## src/rtl/addsub_pkg.sv

```systemverilog
// Shared helpers and types for the pipelined add/subtract unit.
// The stage control struct carries a sat bit only when PIPELINED_ADDSUB_SAT_EN is defined.
package addsub_pkg;

  localparam int ADDSUB_MAX_W = 64;

  typedef struct packed {
    logic valid;
    logic carry;
`ifdef PIPELINED_ADDSUB_SAT_EN
    logic sat;
`endif
  } stage_ctl_t;

  function automatic int chunk_w(input int width, input int stages);
    return width / stages;
  endfunction

  function automatic logic [ADDSUB_MAX_W-1:0] sat_max(input int width);
    return (ADDSUB_MAX_W'(1) << (width - 1)) - ADDSUB_MAX_W'(1);
  endfunction

  function automatic logic [ADDSUB_MAX_W-1:0] sat_min(input int width);
    return ADDSUB_MAX_W'(1) << (width - 1);
  endfunction

  function automatic bit geometry_ok(input int width, input int stages);
    return (stages >= 1) && (width >= 2) && (width <= ADDSUB_MAX_W) &&
           ((width % stages) == 0);
  endfunction

endpackage

```

## src/rtl/addsub_chunk.sv

```systemverilog
// Combinational CH-bit ripple-carry adder slice used by every pipeline stage.
module addsub_chunk #(
  parameter int CH = 8
) (
  input  logic [CH-1:0] a,
  input  logic [CH-1:0] b,
  input  logic          cin,
  output logic [CH-1:0] sum,
  output logic          cout
);

  logic c;

  always_comb begin
    sum = '0;
    c   = cin;
    for (int i = 0; i < CH; i++) begin
      sum[i] = a[i] ^ b[i] ^ c;
      c      = (a[i] & b[i]) | (c & (a[i] ^ b[i]));
    end
    cout = c;
  end

endmodule

```

## src/rtl/pipelined_addsub.sv

```systemverilog
// Pipelined add/subtract unit: one CH-bit chunk per stage, global-stall valid/ready.
// Optional saturation enabled by defining PIPELINED_ADDSUB_SAT_EN.
module pipelined_addsub
  import addsub_pkg::*;
#(
  parameter int WIDTH  = 32,
  parameter int STAGES = 4
) (
  input  logic             clk,
  input  logic             rst_n,
  input  logic             in_valid,
  output logic             in_ready,
  input  logic [WIDTH-1:0] a,
  input  logic [WIDTH-1:0] b,
  input  logic             cin,
  input  logic             sub,
  output logic             out_valid,
  input  logic             out_ready,
  output logic [WIDTH-1:0] s,
  output logic             cout,
  output logic             ovf
`ifdef PIPELINED_ADDSUB_SAT_EN
  ,
  input  logic             sat
`endif
);

  localparam int CH = chunk_w(WIDTH, STAGES);

  if (!geometry_ok(WIDTH, STAGES)) begin : g_bad_geometry
    $error("pipelined_addsub: WIDTH must be >= 2 and a multiple of STAGES");
  end

  stage_ctl_t       ctl_q [STAGES];
  stage_ctl_t       ctl_d [STAGES];
  logic [WIDTH-1:0] a_q   [STAGES];
  logic [WIDTH-1:0] a_d   [STAGES];
  logic [WIDTH-1:0] b_q   [STAGES];
  logic [WIDTH-1:0] b_d   [STAGES];
  logic [WIDTH-1:0] ps_q  [STAGES];
  logic [WIDTH-1:0] ps_d  [STAGES];
  logic             ovf_q;
  logic             ovf_d;
  logic             adv;

  assign adv       = !ctl_q[STAGES-1].valid || out_ready;
  assign in_ready  = adv;
  assign out_valid = ctl_q[STAGES-1].valid;
  assign s         = ps_q[STAGES-1];
  assign cout      = ctl_q[STAGES-1].carry;
  assign ovf       = ovf_q;

  // Operands shift right one chunk per stage; result chunks enter at the top and
  // shift down, so the full sum is aligned once the last chunk lands.
  for (genvar k = 0; k < STAGES; k++) begin : g_stage
    logic [WIDTH-1:0] a_i;
    logic [WIDTH-1:0] b_i;
    logic [WIDTH-1:0] ps_i;
    stage_ctl_t       ctl_i;
    logic [CH-1:0]    sum;
    logic             co;
    logic [WIDTH-1:0] ps_raw;

    if (k == 0) begin : g_head
      assign a_i         = a;
      assign b_i         = b ^ {WIDTH{sub}};
      assign ps_i        = '0;
      assign ctl_i.valid = in_valid;
      assign ctl_i.carry = cin ^ sub;
`ifdef PIPELINED_ADDSUB_SAT_EN
      assign ctl_i.sat   = sat;
`endif
    end else begin : g_body
      assign a_i   = a_q[k-1];
      assign b_i   = b_q[k-1];
      assign ps_i  = ps_q[k-1];
      assign ctl_i = ctl_q[k-1];
    end

    addsub_chunk #(.CH(CH)) u_chunk (
      .a    (a_i[CH-1:0]),
      .b    (b_i[CH-1:0]),
      .cin  (ctl_i.carry),
      .sum  (sum),
      .cout (co)
    );

    assign ps_raw          = (ps_i >> CH) | (WIDTH'(sum) << (WIDTH - CH));
    assign a_d[k]          = a_i >> CH;
    assign b_d[k]          = b_i >> CH;
    assign ctl_d[k].valid  = ctl_i.valid;
    assign ctl_d[k].carry  = co;
`ifdef PIPELINED_ADDSUB_SAT_EN
    assign ctl_d[k].sat    = ctl_i.sat;
`endif

    if (k == STAGES - 1) begin : g_tail
      assign ovf_d = (a_i[CH-1] == b_i[CH-1]) && (sum[CH-1] != a_i[CH-1]);
`ifdef PIPELINED_ADDSUB_SAT_EN
      assign ps_d[k] = (ctl_i.sat && ovf_d) ?
                       (a_i[CH-1] ? WIDTH'(sat_min(WIDTH)) : WIDTH'(sat_max(WIDTH))) :
                       ps_raw;
`else
      assign ps_d[k] = ps_raw;
`endif
    end else begin : g_mid
      assign ps_d[k] = ps_raw;
    end
  end

  always_ff @(posedge clk or negedge rst_n) begin
    if (!rst_n) begin
      for (int k = 0; k < STAGES; k++) begin
        ctl_q[k] <= '0;
        a_q[k]   <= '0;
        b_q[k]   <= '0;
        ps_q[k]  <= '0;
      end
      ovf_q <= 1'b0;
    end else if (adv) begin
      for (int k = 0; k < STAGES; k++) begin
        ctl_q[k] <= ctl_d[k];
        a_q[k]   <= a_d[k];
        b_q[k]   <= b_d[k];
        ps_q[k]  <= ps_d[k];
      end
      ovf_q <= ovf_d;
    end
  end

endmodule
```

## config.mk

```make
export PLATFORM = sky130hd
export DESIGN_NAME = pipelined_addsub
export DESIGN_NICKNAME = d
export VERILOG_FILES = /design/src/rtl/addsub_pkg.sv /design/src/rtl/addsub_chunk.sv /design/src/rtl/pipelined_addsub.sv
export SDC_FILE = /design/constraint.sdc
export NUM_CORES = 1
export LEC_CHECK = 0
export ABC_AREA = 1
export CORE_MARGIN = 2
export CORE_UTILIZATION = 48
export CTS_BUF_LIST = sky130_fd_sc_hd__clkbuf_4
export CTS_CLUSTER_SIZE = 25
export DETAILED_ROUTE_END_ITERATION = 8
export PLACE_DENSITY_LB_ADDON = 0.3
export SETUP_SLACK_MARGIN = 0.1
export SYNTH_ARGS = -nofsm -noshare
export SYNTH_HDL_FRONTEND = slang
export SYNTH_SLANG_ARGS = --single-unit
```

## constraint.sdc

```tcl
create_clock -name clk -period 3.45 [get_ports clk]
set_input_delay 0.345 -clock clk [delete_from_list [all_inputs] [get_ports clk]]
set_output_delay 0.345 -clock clk [all_outputs]
set_load 0.1 [all_outputs]
```

# Word-level counts from Yosys, hierarchy flattened
# Cells that the tools add are included.
[word_totals]
regBits = 209
inputBits = 70
out_inout_bits = 36
elab_cells = 189
[classes]
n_eq_ne = 2
bitwise_logic = 165
n_reduce_logical = 3
[op_table]
columns = ["cell", "n"]
rows = [
  ["OR 24 x 32 -> 32 bit", 3],
  ["XOR 1 bit", 65],
  ["AND 1 bit", 64],
  ["OR 1 bit", 32],
  ["XOR 32 bit", 1],
  ["equality test 1 bit", 1],
  ["logical AND 1 bit", 1],
  ["zero test 1 bit", 1],
  ["logical OR 1 bit", 1],
  ["inequality test 1 bit", 1],
]

# Logic depth before layout (Yosys ltp)
[logic_depth]
word_depth = 18
depth_mapped = 16
ltp_nobuf = 14

# Modules after synthesis
# Synthesis repeated with hierarchy kept, for this count alone.
[unflattened]
hier_cells = 870
area_unflattened_um2 = 8039.0
[by_module_without_submodules]
columns = ["mod", "instances", "cells_per_inst", "area_per_inst_um2", "seq_area_each_um2"]
rows = [
  ["pipelined_addsub", 1, 798, 7248.2, 4629.4],
  ["addsub_chunk", 4, 18, 197.7, 0.0],
]

# Worst setup path before layout
# OpenSTA, ideal clock, no wires.
[synth_path]
path_kind = "input to register"
from = "in sub"
to = "reg ps_q, in the netlist g_stage[1].ps_i[31]"
setup_ns = 0.116
t_arrival_ns = 3.889
required_ns = 3.334
path_slack_ns = -0.556
path_stages = 16
path_buffers = 2
cell_sequence = "buf_6 buf_4 xnor2_1 fa_1 inv_1 fa_1 inv_1 fa_1 fa_1 fa_1 fa_1 fa_1 inv_1 fa_1 nand2_1 nand2_1"
[synth_between]
elab_chain_len = 17
word_cells_on_any_way = 32
cone_classes = "32 x bitwise"
[synth_lines]
columns = ["item", "line", "text"]
rows = [
  ["start, declared", "pipelined_addsub.sv:16", "input logic sub,"],
  ["XOR 32 bit", "pipelined_addsub.sv:66", "assign b_i = b ^ {WIDTH{sub}};"],
  ["XOR 1 bit", "addsub_chunk.sv:19", "c = (a[i] & b[i]) | (c & (a[i] ^ b[i]));"],
  ["AND 1 bit", "addsub_chunk.sv:19", ""],
  ["OR 1 bit", "addsub_chunk.sv:19", ""],
  ["AND 1 bit", "addsub_chunk.sv:19", ""],
  ["OR 1 bit", "addsub_chunk.sv:19", ""],
  ["AND 1 bit", "addsub_chunk.sv:19", ""],
  ["OR 1 bit", "addsub_chunk.sv:19", ""],
  ["[2 not listed]", "n/a", ""],
  ["AND 1 bit", "addsub_chunk.sv:19", ""],
  ["OR 1 bit", "addsub_chunk.sv:19", ""],
  ["AND 1 bit", "addsub_chunk.sv:19", ""],
  ["OR 1 bit", "addsub_chunk.sv:19", ""],
  ["AND 1 bit", "addsub_chunk.sv:19", ""],
  ["OR 1 bit", "addsub_chunk.sv:19", ""],
  ["XOR 1 bit (*)", "addsub_chunk.sv:18", "sum[i] = a[i] ^ b[i] ^ c;"],
  ["via g_stage[0].sum[7]", "pipelined_addsub.sv:60", "logic [CH-1:0] sum;"],
  ["end signal, assigned by index", "pipelined_addsub.sv:125", "ps_q[k] <= ps_d[k];"],
  ["end, declared", "pipelined_addsub.sv:40", "logic [WIDTH-1:0] ps_q [STAGES];"],
]
# Mark *: on every way through the listed nets, which the timed path passes. The rest lies on a longest branch.
# A chain may end at the register's enable or synchronous reset.

# Worst setup path after layout
[layout_path]
from = "reg ctl_q[2] in the netlist's numbering"
to = "reg ovf_q (netlist: ovf)"
[layout_between]
elab_chain_len = 17
[layout_lines]
columns = ["item", "line", "text"]
rows = [
  ["start, declared", "pipelined_addsub.sv:34", "stage_ctl_t ctl_q [STAGES];"],
  ["start signal, assigned by index", "pipelined_addsub.sv:122", "ctl_q[k] <= ctl_d[k];"],
  ["AND 1 bit", "addsub_chunk.sv:19", ""],
  ["OR 1 bit", "addsub_chunk.sv:19", ""],
  ["AND 1 bit", "addsub_chunk.sv:19", ""],
  ["OR 1 bit", "addsub_chunk.sv:19", ""],
  ["AND 1 bit", "addsub_chunk.sv:19", ""],
  ["OR 1 bit", "addsub_chunk.sv:19", ""],
  ["AND 1 bit", "addsub_chunk.sv:19", ""],
  ["OR 1 bit", "addsub_chunk.sv:19", ""],
  ["AND 1 bit", "addsub_chunk.sv:19", ""],
  ["OR 1 bit", "addsub_chunk.sv:19", ""],
  ["AND 1 bit", "addsub_chunk.sv:19", ""],
  ["OR 1 bit", "addsub_chunk.sv:19", ""],
  ["AND 1 bit", "addsub_chunk.sv:19", ""],
  ["OR 1 bit", "addsub_chunk.sv:19", ""],
  ["XOR 1 bit", "addsub_chunk.sv:18", ""],
  ["inequality test 1 bit", "pipelined_addsub.sv:98", "assign ovf_d = (a_i[CH-1] == b_i[CH-1]) && (sum[CH-1] != a_i[CH-1]);"],
  ["logical AND 1 bit", "pipelined_addsub.sv:98", ""],
  ["end signal, assigned", "pipelined_addsub.sv:127", "ovf_q <= ovf_d;"],
  ["end, declared", "pipelined_addsub.sv:42", "logic ovf_q;"],
]
# Every way passes these cells.

==> results.md <==
- Share of cells above drive strength 1: 0.119
- Finish-stage setup viols: 3
- First-pass GRT wire length: 25400 um
- Final setup margin: -0.197 ns
- Clk_lat worst skew: 0.58 ns
- Synthesized flop and latch total: 185
- Mapped Area: 8040 um^2
- Synth unique cells: 18
- Post-DR vias/cell: 4.55
- Setup TNS: -0.294 ns
- DR DRC count: 0
- Fmax: 274 MHz
- Initial Util: 0.488
- Port bufs: 105
- Crit end category: flop
- HP Class: in -> reg
- Cells taking the most area after synthesis: dfrtp_1 58%, nand2_1 19%, fa_1 8.0%, o21ai_0 4.2%, inv_1 2.7%
- Syn Inst Count: 864
- PD cells: 963 nW/um^2
- Gpl congestion: 0.785
- Crit Path Category: reg -> reg
- CTS Sinks: 185
- Final #Nets: 1059
- Width of the chip: 133 um
- CTS tree: yes
- Die Y: 133 um
- Routed via count: 5420
- Grt total ovfl: 0
- Dominant cell type by area after synthesis: dfrtp_1
- Ys Warns: 0
- Crit path launch: ctl_q[2]$_DFFE_PN0P_
- VDD IR-drop max: 0.565 mV
- Placement Setup Slack: -0.670 ns
- Yosys top cell area share: 0.576
- Crit path launch type: flop
- Io pins: 106
- Gr usage total: 0.181
- Total Wirelength: 14500 um
- WP data arrival: 4.14 ns
- Hold Fails Final Rpt: 0
- Root Buffer: clkbuf_4
- Slew margin rel.: 0.348
- P_leak: 4.77 nW
- Clock tree buffer depth: 2
- Pin count of the biggest net entering global routing: 107
- Sequential share of the synthesized area: 0.576
- Crit-path max FO: 2
- Commonest non-fill, non-tap cell in the layout: nand2_1
- H-tree Lvls: 4
- Status: finished, violations left
- Floorplan core area: 16500 um^2
- DR pass1 iterations: 4
- R2R Path Start: ctl_q[2]$_DFFE_PN0P_
- Failing checks: setup timing
- Min Hold Slack: 0.0980 ns
- Critical path required time: 3.94 ns
- Detailed router's first-iteration violation count: 356
- Wire per inst: 12.1 um
- Post-Syn Nets: 967
- Power after layout: 9.36 mW
- ANT nets after route: 0
- Initial antenna violation count: 1
- Synth Area per Inst: 9.30 um^2
- Min-Delay Startpoint: sub
- Max-Cap Viols: 0
- Row count: 47
- Unrepaired setup endpoints after global routing: yes
- Final period util: 1.06
- Commonest non-fill, non-tap cells in the layout: 411 x nand2_1, 185 x dfrtp_1, 98 x clkdlybuf4s50_1
- Area added between synthesis and finish: 21.0%
- Final Critical Period: 3.65 ns
- Slew at the pin closest to its max-slew limit: 0.975 ns
- Skew final: 0.0157 ns
- Cts bufs inserted: 17
- Die ar.: 17800 um^2
- Vias in the first global route: 5187
- DP HPWL: 9880 um
- Slew Viols, Final: 0
- Clk slew on worst S/H paths: 0.14 ns
[worst max-delay path, stage by stage, from the launching register on]
cell and delay [ns]:
dfrtp_1 0.43, fa_2 0.40, fa_2 0.34, fa_2 0.34, fa_2 0.36, fa_2 0.35
inv_2 0.07, fa_2 0.18, inv_2 0.04, fa_2 0.33, inv_2 0.06, fa_1 0.44
xnor2_1 0.14, nand2_1 0.05, nand2_1 0.04
[flip-flops by register name, indices dropped and copies added, names as in the netlist]
signal        count
g_stage.a_i      48
s                32
g_stage.ps_i     48
ovf               1
out_valid         1
cout              1
g_stage.b_i      48
ctl_q             3
ctl_d             3
[stage by stage]
step	std cells	utilization	cell area, um^2
global placement	1155	0.567	9340
global route	1191	0.590	9720
CTS	1189	0.589	9700
floorplan	864	-	8130
finish	1191	0.590	9720
detailed placement	1155	0.567	9340
[kinds of logic after synthesis]
kind of cell / after synthesis / synth area share
compound gates: 72 / 0.0448
xor+xnor: 10 / 0.0109
fa+ha+maj: 33 / 0.0813
buf+inv: 104 / 0.0606
flops: 185 / 0.576
simple gates: 460 / 0.226
[synthesized netlist by cell type]
cell type and number:
fa_1 32, buf_6 1, clkbuf_1 8, nand2_1 412, nand3_1 24, inv_1 58, buf_2 20, o21ai_0 68
dfrtp_1 185, o21ai_1 4, buf_4 17, nor2_4 1, ha_1 1, or2_2 20, or2_0 2, xnor2_1 8
nor2_1 1, xor2_1 2
[final cells by class]
type | count | area [um^2]
diodes | 2 | 5.00
clock inverters | 13 | 170
clock buffers | 19 | 143
repair buffers | 119 | 1240
fillers | 1468 | 6740
multi-input cells | 575 | 3040
flip-flops and latches | 185 | 4630
well taps | 220 | 275
inverters | 58 | 218
[final timing paths]
path	endpoint	slack, ns	cells past startpoint
worst max-delay path	ovf$_DFFE_PN0P_	-0.20	14
worst min-delay path	g_stage[1].b_i[1]$_DFFE_PN0P_	0.1	4
worst max register to register	ovf$_DFFE_PN0P_	-0.20	14
worst min register to register	g_stage[2].b_i[11]$_DFFE_PN0P_	0.49	2
max in group asynchronous	g_stage[1].a_i[17]$_DFFE_PN0P_	2.11	3
min in group asynchronous	g_stage[1].b_i[7]$_DFFE_PN0P_	0.41	2
[timing repair]
item	CTS	global route
resized for setup	27	5
endpoints found under the setup margin	5	7
hold buffers	1	0
pin swaps	20	7
endpoints found under the hold margin	103	0
buffers inserted	1	0
[where the power goes]
group / switching, mW / leakage [nW] / internal (mW) / total, mW
logic: 3.02 / 2.36 / 1.41 / 4.44
registers: 0.539 / 2.24 / 3.12 / 3.66
clock network: 0.735 / 0.172 / 0.529 / 1.26
total: 4.30 / 4.77 / 5.06 / 9.36
[layer usage]
layer / global-route usage / up-vias / wire, um
met4: 0.0567 / 0 / 220
met5: 0 / - / 0
met2: 0.260 / 97 / 6320
met1: 0.272 / 2483 / 7340
met3: 0.0449 / 20 / 590
li1: - / 2820 / -
(Power assumes the default switching activity.)
